==> src/rtl/seg_scan_capture.sv <==
// seg_scan_capture: recovers four hex digits from a scanned active-low 7-segment bus (optional dp capture via SEG_SCAN_CAPTURE_DP_EN).
// Latency: outputs update STABLE_CYCLES+1 edges after the bus settles; passive observer, no backpressure.
module seg_scan_capture #(
   parameter int STABLE_CYCLES  = 16,
   parameter int TIMEOUT_CYCLES = 200000
) (
   input  logic        clock_100Mhz,
   input  logic        reset_n,
   input  logic [3:0]  anode,
   input  logic [6:0]  cathode,
`ifdef SEG_SCAN_CAPTURE_DP_EN
   input  logic        dp,
   output logic [3:0]  digit_dp,
`endif
   output logic [15:0] digit_hex,
   output logic [3:0]  digit_valid,
   output logic        frame_done,
   output logic        no_scan,
   output logic [7:0]  err_count
);

   localparam int              TW        = $clog2(TIMEOUT_CYCLES + 1);
   localparam logic [7:0]      LP_STABLE = 8'(STABLE_CYCLES);
   localparam logic [TW-1:0]   LP_TO     = TW'(TIMEOUT_CYCLES);
   localparam logic [TW-1:0]   LP_TO_M1  = TW'(TIMEOUT_CYCLES - 1);

   logic [3:0]    r_anode;
   logic [6:0]    r_cathode;
   logic [7:0]    r_stable;
   logic [TW-1:0] r_timeout;
   logic [3:0]    r_seen;
   logic          r_ill_d;
   logic [15:0]   r_digit_hex;
   logic [3:0]    r_digit_valid;
   logic          r_frame_done;
   logic          r_no_scan;
   logic [7:0]    r_err_count;

   logic          w_chg;
   logic [3:0]    w_sel;
   logic          w_legal;
   logic          w_blank;
   logic          w_ill;
   logic [7:0]    w_cnt_nxt;
   logic          w_latch;
   logic [1:0]    w_idx;
   logic [4:0]    w_dec;
   logic [15:0]   w_hex_upd;

   function automatic logic [4:0] f_decode(input logic [6:0] seg);
      case (seg)
         7'b0000001: f_decode = {1'b1, 4'h0};
         7'b1001111: f_decode = {1'b1, 4'h1};
         7'b0010010: f_decode = {1'b1, 4'h2};
         7'b0000110: f_decode = {1'b1, 4'h3};
         7'b1001100: f_decode = {1'b1, 4'h4};
         7'b0100100: f_decode = {1'b1, 4'h5};
         7'b0100000: f_decode = {1'b1, 4'h6};
         7'b0001111: f_decode = {1'b1, 4'h7};
         7'b0000000: f_decode = {1'b1, 4'h8};
         7'b0000100: f_decode = {1'b1, 4'h9};
         7'b0001000: f_decode = {1'b1, 4'hA};
         7'b1100000: f_decode = {1'b1, 4'hB};
         7'b0110001: f_decode = {1'b1, 4'hC};
         7'b1000010: f_decode = {1'b1, 4'hD};
         7'b0110000: f_decode = {1'b1, 4'hE};
         7'b0111000: f_decode = {1'b1, 4'hF};
         default:    f_decode = 5'b0_0000;
      endcase
   endfunction

`ifdef SEG_SCAN_CAPTURE_DP_EN
   logic       r_dp;
   logic [3:0] r_digit_dp;
   assign w_chg    = {anode, cathode, dp} != {r_anode, r_cathode, r_dp};
   assign digit_dp = r_digit_dp;
`else
   assign w_chg    = {anode, cathode} != {r_anode, r_cathode};
`endif

   assign w_sel   = ~r_anode;
   assign w_blank = (r_anode == 4'hF);
   assign w_legal = !w_blank && ((w_sel & (w_sel - 4'd1)) == 4'd0);
   assign w_ill   = !w_legal && !w_blank;

   // A new sample entering the input stage restarts the dwell; latch fires once on reaching the threshold.
   always_comb begin
      w_cnt_nxt = r_stable;
      if (w_chg || !w_legal)
         w_cnt_nxt = 8'd0;
      else if (r_stable != LP_STABLE)
         w_cnt_nxt = r_stable + 8'd1;
   end

   assign w_latch = (w_cnt_nxt == LP_STABLE) && (r_stable != LP_STABLE);
   assign w_dec   = f_decode(r_cathode);

   always_comb begin
      w_idx = 2'd0;
      case (r_anode)
         4'b1110: w_idx = 2'd0;
         4'b1101: w_idx = 2'd1;
         4'b1011: w_idx = 2'd2;
         4'b0111: w_idx = 2'd3;
         default: w_idx = 2'd0;
      endcase
   end

   always_comb begin
      w_hex_upd = r_digit_hex;
      w_hex_upd[{w_idx, 2'b00} +: 4] = w_dec[3:0];
   end

   always_ff @(posedge clock_100Mhz or negedge reset_n) begin
      if (!reset_n) begin
         r_anode       <= 4'hF;
         r_cathode     <= 7'h7F;
         r_stable      <= 8'd0;
         r_timeout     <= '0;
         r_seen        <= 4'd0;
         r_ill_d       <= 1'b0;
         r_digit_hex   <= 16'd0;
         r_digit_valid <= 4'd0;
         r_frame_done  <= 1'b0;
         r_no_scan     <= 1'b0;
         r_err_count   <= 8'd0;
`ifdef SEG_SCAN_CAPTURE_DP_EN
         r_dp          <= 1'b1;
         r_digit_dp    <= 4'd0;
`endif
      end else begin
         r_anode      <= anode;
         r_cathode    <= cathode;
`ifdef SEG_SCAN_CAPTURE_DP_EN
         r_dp         <= dp;
`endif
         r_stable     <= w_cnt_nxt;
         r_ill_d      <= w_ill;
         r_frame_done <= 1'b0;

         if (w_ill && !r_ill_d && (r_err_count != 8'hFF))
            r_err_count <= r_err_count + 8'd1;

         // A latch takes priority over an expiring timeout in the same cycle.
         if (w_latch) begin
            r_digit_hex          <= w_hex_upd;
            r_digit_valid[w_idx] <= w_dec[4];
`ifdef SEG_SCAN_CAPTURE_DP_EN
            r_digit_dp[w_idx]    <= ~r_dp;
`endif
            r_timeout            <= '0;
            r_no_scan            <= 1'b0;
            if ((r_seen | w_sel) == 4'hF) begin
               r_seen       <= 4'd0;
               r_frame_done <= 1'b1;
            end else begin
               r_seen <= r_seen | w_sel;
            end
         end else if (r_timeout != LP_TO) begin
            r_timeout <= r_timeout + 1'b1;
            if (r_timeout == LP_TO_M1) begin
               r_no_scan     <= 1'b1;
               r_digit_valid <= 4'd0;
               r_seen        <= 4'd0;
            end
         end
      end
   end

   assign digit_hex   = r_digit_hex;
   assign digit_valid = r_digit_valid;
   assign frame_done  = r_frame_done;
   assign no_scan     = r_no_scan;
   assign err_count   = r_err_count;

endmodule

==> config.mk <==
export PLATFORM = sky130hd
export DESIGN_NAME = seg_scan_capture
export DESIGN_NICKNAME = d
export VERILOG_FILES = /design/src/rtl/seg_scan_capture.sv
export SDC_FILE = /design/constraint.sdc
export NUM_CORES = 1
export LEC_CHECK = 0
export ABC_AREA = 1
export BUFFER_PORTS_ARGS = -buffer_cell sky130_fd_sc_hd__buf_2
export CORE_ASPECT_RATIO = 1.5
export CORE_MARGIN = 2
export CORE_UTILIZATION = 40
export DETAILED_ROUTE_END_ITERATION = 8
export GPL_TIMING_DRIVEN = 0
export SYNTH_ARGS = -nofsm -noshare
export SYNTH_HDL_FRONTEND = slang
export SYNTH_SLANG_ARGS = --single-unit
==> constraint.sdc <==
create_clock -name clock_100Mhz -period 4 [get_ports clock_100Mhz]
set_input_delay 0.2 -clock clock_100Mhz [delete_from_list [all_inputs] [get_ports clock_100Mhz]]
set_output_delay 0.2 -clock clock_100Mhz [all_outputs]
set_load 0.02 [all_outputs]
==> impl_metrics.tcl, run 1 <==
set metrics [dict create \
    fin_tns_setup_ns 0 \
    max_freq_ghz 0.3463 \
    crit_required_ns 4.24 \
    worst_setup_path_start_kind "flip-flop" \
    power_frac_clock 0.457 \
    setup_viol 0 \
    crit_buf_inv 2 \
    die_x_um 87.47 \
    comb_power_share 0.116 \
    post_drt_via_cell_ratio 4.871 \
    p_sw_mw 0.4865 \
    cts_tree "done" \
    layout.nets 657 \
    wl_met3_um 302 \
    synth_top_area_frac 0.3652 \
    placed_cell_area_mm2 0.004567 \
    clk_latency_ns 0.34 \
    finalClockSkew_ns 0.006712 \
    core_area_mm2 0.01013 \
    postLayoutSetupSlackWorst_ns 1.112 \
    post-route-period-util 0.7219 \
    worstMarginPinSlew_ns 0.8996 \
    antenna_found_initial 0 \
    relSlewSlack 0.3947 \
    rsz0062_at_grt "false" \
    grt_start_max_net_pins 51 \
    crit_chain "buf_2 > nor2_1 > nor4_1 > inv_1 > ha_1 > nor2_1 > nand2_1 > o21ai_0" \
    hp-class "in -> async" \
    drc 0 \
    final_cell_area_mm2 0.005006 \
    ioPinCount 43 \
    synth_simple_gate_area_frac 0.3382 \
    netlist_top_cells_area "dfrtp_1, nand2_1, nor2_1" \
    end_kind "flip-flop" \
    overflow 0 \
    cts.repair.resized 0 \
    drive_gt1_frac 0.1664 \
    synth_top_area_cell "dfrtp_1" \
    port_buffers 42 \
    reg2reg_depth 8 \
    synth_compound_area_frac 0.04969 \
    vias 3673 \
    synth_nets 591 \
    leakage_nw 2.581 \
    synthMuxAreaShare 0.002694 \
    yosys_warnings 0 \
    die_area_mm2 0.01130 \
    ys.flop_type "dfrtp_1" \
    cts_buffers 9 \
    dp_hpwl_mm 7.053 \
    p_int_mw 1.396 \
    grt_pass1_wl_mm 15.97 \
    syn_to_final_growth_pct 19.75 \
    synthCells 566 \
    outcome "completed" \
    cts_max_level 3 \
    postCtsSetupBuffers 0 \
    synth_area_mm2 0.004180 \
    synth_top_family_by_area "simple AND/OR/NAND/NOR gates" \
    top_layer_used "met4" \
    grt_pass1_vias 3669 \
    clkTransAtPathRegs_ns 0.06 \
    dpl_worst_slack_ns 1.075 \
    synth_xor_area_frac 0.05238 \
    swShare 0.2584 \
    critPathSlowestCell "nor4_1" \
    crit_path_max_incr_delay_ns 0.74 \
    syn_area_per_cell_um2 7.386 \
    start_util 0.4125 \
    finalMaxSlewViolations 0 \
    critPathMaxFanout 8 \
    ant_nets 0 \
    clockBufferDepth 2 \
    p_seq_frac 0.427 \
    critPathArrivalTime_ns 3.13 \
    cts_hold_buffers 12 \
    hold_ws_ns 0.3095 \
    cp_top_family "simple AND/OR/NAND/NOR gates" \
    crit_cells 8 \
    met1Wirelength_mm 3.816 \
    synth_edf_count 0 \
    wl_per_cell_um 12.06 \
    first_iter_violations 171 \
    wl_met2_mm 4.777 \
    synth_fa_ha_area_frac 0.03592 \
    num_antenna_cells 0 \
    ys_ff_latch 72 \
    path_class "reg -> reg" \
    synthTopCellsByCount "nand2_1, nor2_1, inv_1, dfrtp_1, nand3_1" \
    async_flop_share 1.000 \
    finalWeightedCongestion 0.8979 \
    synthDistinctLibCells 34 \
    ys_seq_area_frac 0.4343 \
    clock_sinks 72 \
    path_common_cell "nor2_1" \
    power.density_mw_per_mm2 376.1 \
    finalHoldViolCount 0 \
    min_period_ns 2.888 \
    cts_root_buf "clkbuf_16" \
    grtUsageTotal 0.1783 \
    routed_wl_mm 9.090 \
    die_y_um 129.2 \
    ir_worst_vdd_mv 0.1910 \
    drt-pass1-iter-count 6 \
    maxCapViolations 0 \
    row_count 45 \
    yosysMostFrequentCell "nand2_1" \
]
power by group through the flow:
stage	Combinational, mW	Clock, mW	Sequential, mW
after floorplan	0.101	0	0.845
after global placement	0.204	0	0.815
after detailed placement	0.213	0	0.817
after CTS	0.223	0.884	0.804
after global routing	0.249	0.915	0.810
final	0.218	0.861	0.804
cells in the final DEF (no fill, tap or decap), drive strengths merged, types with 13 or more instances in the layout:
master,Yosys,layout
nand3,39,39
nand4,13,13
nand2,151,151
nor2,93,93
nor3,15,15
inv,89,90
dfrtp,61,61
buf,4,47
o21ai,23,23
xor2,18,18
cell type report:
type / count / area, um2
buffer: 4 / 28.78
clock buffer: 9 / 225.2
clock inverter: 7 / 93.84
fill: 1006 / 5129
inverter: 89 / 334.1
multi-input combinational: 401 / 2002
sequential: 72 / 1815
tap: 117 / 146.4
timing repair buffer: 55 / 360.3
final timing paths:
path,from,endpoint,slack (ns)
worst max-delay path,r_anode[3]$_DFF_PN1_,digit_hex[3]$_DFFE_PN0P_,1.11
worst min-delay path,reset_n,r_stable[2]$_DFF_PN0_,0.31
worst max register to register,r_anode[3]$_DFF_PN1_,digit_hex[3]$_DFFE_PN0P_,1.11
worst min register to register,r_seen[2]$_DFFE_PN0P_,r_seen[2]$_DFFE_PN0P_,0.47
max in group asynchronous,reset_n,r_anode[0]$_DFF_PN1_,3.09
min in group clock_100Mhz,r_seen[2]$_DFFE_PN0P_,r_seen[2]$_DFFE_PN0P_,0.47
cells by family after synthesis:
family          count (synthesis)
compound gates                 38
flops                          72
mux                             1
fa+ha+maj                      12
simple gates                  325
xor+xnor                       25
buf+inv                        93
state kept, by name, indices dropped and copies added, names as in the netlist:
| name | flops |
|---|---|
| r_cathode | 7 |
| no_scan | 1 |
| frame_done | 1 |
| r_seen | 4 |
| digit_hex | 16 |
| r_timeout | 18 |
| err_count | 8 |
| r_stable | 8 |
| digit_valid | 4 |
| r_ill_d | 1 |
| r_anode | 4 |
routing by layer:
metal,global-route usage,vias up
li1,-,1901
met1,0.2068,1690
met2,0.3155,65
met3,0.03885,17
met4,0.06968,0
met5,0,-
through the flow:
stage | total power [mW] | util | std cells
2_1_floorplan | 0.9462 | - | 566
3_3_place_gp | 1.019 | 0.4477 | 725
3_5_place_dp | 1.030 | 0.4506 | 726
4_1_cts | 1.911 | 0.4940 | 754
5_1_grt | 1.973 | 0.4940 | 754
6_report | 1.883 | 0.4940 | 754
Power figures use the tool's default switching activity.
==> inputs of run 2 (changes only) <==
--- a/config.mk
+++ b/config.mk
@@ -5,7 +5,7 @@
 export SDC_FILE = /design/constraint.sdc
 export NUM_CORES = 1
 export LEC_CHECK = 0
-export ABC_AREA = 1
+export ABC_AREA = 0
 export BUFFER_PORTS_ARGS = -buffer_cell sky130_fd_sc_hd__buf_2
 export CORE_ASPECT_RATIO = 1.5
 export CORE_MARGIN = 2
==> constraint.sdc (replaced) <==
create_clock -name clock_100Mhz -period 2.7 [get_ports clock_100Mhz]
set_input_delay 0.135 -clock clock_100Mhz [delete_from_list [all_inputs] [get_ports clock_100Mhz]]
set_output_delay 0.135 -clock clock_100Mhz [all_outputs]
set_load 0.02 [all_outputs]
==> run 2 against run 1 <==
- clock skew is 0.00088 ns higher
- wire length decreased by 11%
- critical path depth stayed put
- final cell count fell by 23%
- first-iteration DRC count decreased by 31%
- global-route usage decreased by 1.7 points
- combinational power is 45% higher
- clock-buffer cell count is 1 higher
- fmax rose by 22%
- synthesized cell count decreased by 30%
- hold slack better by 0.15 ns
- worst setup slack got worse by 0.77 ns
==> impl_metrics.tcl, run 2 <==
set metrics [dict create \
    leakage_nw 2.255 \
    path_class "reg -> reg" \
    grt_pass1_vias 3041 \
    num_antenna_cells 0 \
    synth_nets 422 \
    worstMarginPinSlew_ns 0.8778 \
    grt_start_max_net_pins 73 \
    worst_setup_path_start_kind "flip-flop" \
    die_area_mm2 0.01080 \
    clkTransAtPathRegs_ns 0.06 \
    port_buffers 42 \
    fillers 915 \
    ant_nets 0 \
    core_area_mm2 0.009689 \
    synthDistinctLibCells 54 \
    start_util 0.4117 \
    top_layer_used "met4" \
    first_iter_violations 118 \
    drc 0 \
    ys_ff_latch 72 \
    post-route-util 0.4890 \
    rsz0062_at_grt "false" \
    cts_root_buf "clkbuf_16" \
    wl_met3_um 247 \
    outcome "completed" \
    min_period_ns 2.358 \
    seqCellArea_mm2 0.001815 \
    drive_gt1_frac 0.2120 \
    ioPinCount 43 \
    grtUsageTotal 0.1611 \
    power.density_mw_per_mm2 551.2 \
    cts_buffers 9 \
    ys_seq_area_frac 0.4551 \
    cts.repair.resized 0 \
    ir_worst_vdd_mv 0.3352 \
    max_freq_ghz 0.4241 \
    finalMaxSlewViolations 0 \
    synthTopCellsByCount "dfrtp_1, nor2_1, xnor2_1, nand4_1" \
    clockBufferDepth 2 \
    layout.nets 487 \
    grt_pass1_wl_mm 13.85 \
    r2r_start "r_cathode[3]$_DFF_PN1_" \
    postLayoutSetupSlackWorst_ns 0.3423 \
    yosys_warnings 0 \
    syn_area_per_cell_um2 10.05 \
    dpl_worst_slack_ns 0.3914 \
    crit_buf_inv 2 \
    cts_tree "done" \
    synth_edf_count 0 \
    dp_hpwl_mm 5.816 \
    layout_common_cells "dfrtp_1, buf_2, nor2_1" \
    regMostFlops "r_timeout" \
    synthMuxAreaShare 0.03043 \
    wl_met2_mm 4.055 \
    clock_sinks 72 \
    finalClockSkew_ns 0.007592 \
    wl_per_cell_um 13.97 \
    routed_wl_mm 8.133 \
    cts_max_level 3 \
    clk_latency_ns 0.34 \
    setup_viol 0 \
    antenna_found_initial 0 \
    synth_xor_area_frac 0.09442 \
    largest_reg_flops 18 \
    synth_simple_gate_area_frac 0.2440 \
    finalWeightedCongestion 0.7768 \
    postCtsSetupBuffers 0 \
    layout_commonest_cell "dfrtp_1" \
    crit_path_max_incr_delay_ns 0.50 \
    crit_required_ns 2.93 \
    hp-class "in -> async" \
    ys.flop_type "dfrtp_1" \
    synth_compound_area_frac 0.09755 \
    async_flop_share 1.000 \
    critPathSlowestCell "dfstp_2" \
    critPathMaxFanout 10 \
    synth_area_mm2 0.003989 \
    row_count 44 \
    synth_fa_ha_area_frac 0.03764 \
    post_drt_via_cell_ratio 5.335 \
    relSlewSlack 0.4148 \
    fin_tns_setup_ns 0 \
    die_x_um 85.54 \
    cp_top_family "compound AO/OA/AOI/OAI gates" \
    synth_top_family_by_area "simple AND/OR/NAND/NOR gates" \
    maxCapViolations 0 \
    regToRegEndpoint "digit_valid[0]$_DFFE_PN0P_" \
    yosysMostFrequentCell "dfrtp_1" \
    synth_top_area_frac 0.3827 \
    vias 3105 \
    die_y_um 126.3 \
    drt-pass1-iter-count 4 \
    multi_input_area_mm2 0.002011 \
    end_kind "flip-flop" \
    synthCells 397 \
    post-route-period-util 0.8732 \
    syn_to_final_growth_pct 18.79 \
    synth_top_area_cell "dfrtp_1" \
    overflow 0 \
    finalHoldViolCount 0 \
    r2r_setup_slack_ns 0.34 \
    reg2reg_depth 8 \
    critPathArrivalTime_ns 2.59 \
    met1Wirelength_mm 3.589 \
    netlist_top_cells_area "dfrtp_1, dfstp_2, xnor2_1" \
    crit_chain "buf_2 > buf_2 > nor2_1 > o21ai_0 > o211ai_1 > nor4b_1 > nor2_1 > a21o_1" \
]
## run 2: cell count changes after synthesis, moves of 6 or more
cell,delta
inv_1,-66
nand2b_1,+7
nand3_1,-20
o21ai_0,-7
nand2_1,-128
and4_1,+13
a21o_1,+14
and3_1,+9
xnor2_1,+18
nand4_1,+7
nor2_1,-41
o21ai_1,-6
inv_2,-9
nor2_2,-7
## run 2: kinds of logic after synthesis
logic type | after synthesis
fa+ha+maj | 12
mux | 10
flops | 72
xor+xnor | 43
simple gates | 172
buf+inv | 33
compound gates | 55
## run 2: through the flow
stage               instances  area, um2  hold WS [ns]  power (mW)
floorplan                 397       3989       -0.1606       1.406
global placement          554       4343        0.2589       1.517
detailed placement        554       4345        0.2616       1.524
CTS                       582       4738        0.4486       2.652
global route              582       4738        0.4635       2.727
finish                    582       4738        0.4560       2.612
## run 2: area by class of cell
cell class / instances / share of cell area
sequential: 72 / 0.3832
inverter: 14 / 0.01109
multi-input combinational: 292 / 0.4243
clock buffer: 10 / 0.04832
clock inverter: 6 / 0.009242
timing repair buffer: 54 / 0.07024
buffer: 19 / 0.02324
tap: 115 / 0.03037
## run 2: how the worst max path moves through the flow
stage	start	end	slack, ns	cells past startpoint
3_5_place_dp	r_cathode[3]$_DFF_PN1_	digit_valid[1]$_DFFE_PN0P_	0.39	8
4_1_cts	r_cathode[2]$_DFF_PN1_	digit_valid[0]$_DFFE_PN0P_	0.37	7
3_3_place_gp	r_cathode[2]$_DFF_PN1_	digit_valid[3]$_DFFE_PN0P_	0.38	7
6_report	r_cathode[3]$_DFF_PN1_	digit_valid[0]$_DFFE_PN0P_	0.34	8
2_1_floorplan	r_stable[0]$_DFF_PN0_	digit_hex[2]$_DFFE_PN0P_	0.66	7
5_1_grt	r_cathode[2]$_DFF_PN1_	digit_valid[3]$_DFFE_PN0P_	0.12	7
## run 2: routing by layer
| layer | track usage | vias up |
|---|---|---|
| li1 | - | 1546 |
| met1 | 0.1972 | 1490 |
| met2 | 0.2619 | 52 |
| met3 | 0.02733 | 17 |
| met4 | 0.09991 | 0 |
| met5 | 0 | - |
## run 2: timing repair
item / in CTS / in global routing
endpoints found under the setup margin: 0 / 0
hold endpoints to repair: 72 / 0
hold buffers: 12 / 0
## run 2: where the power goes
| part | switching (mW) | internal [mW] |
|---|---|---|
| Combinational | 0.189 | 0.129 |
| Clock | 0.470 | 0.626 |
| Sequential | 0.0622 | 1.14 |
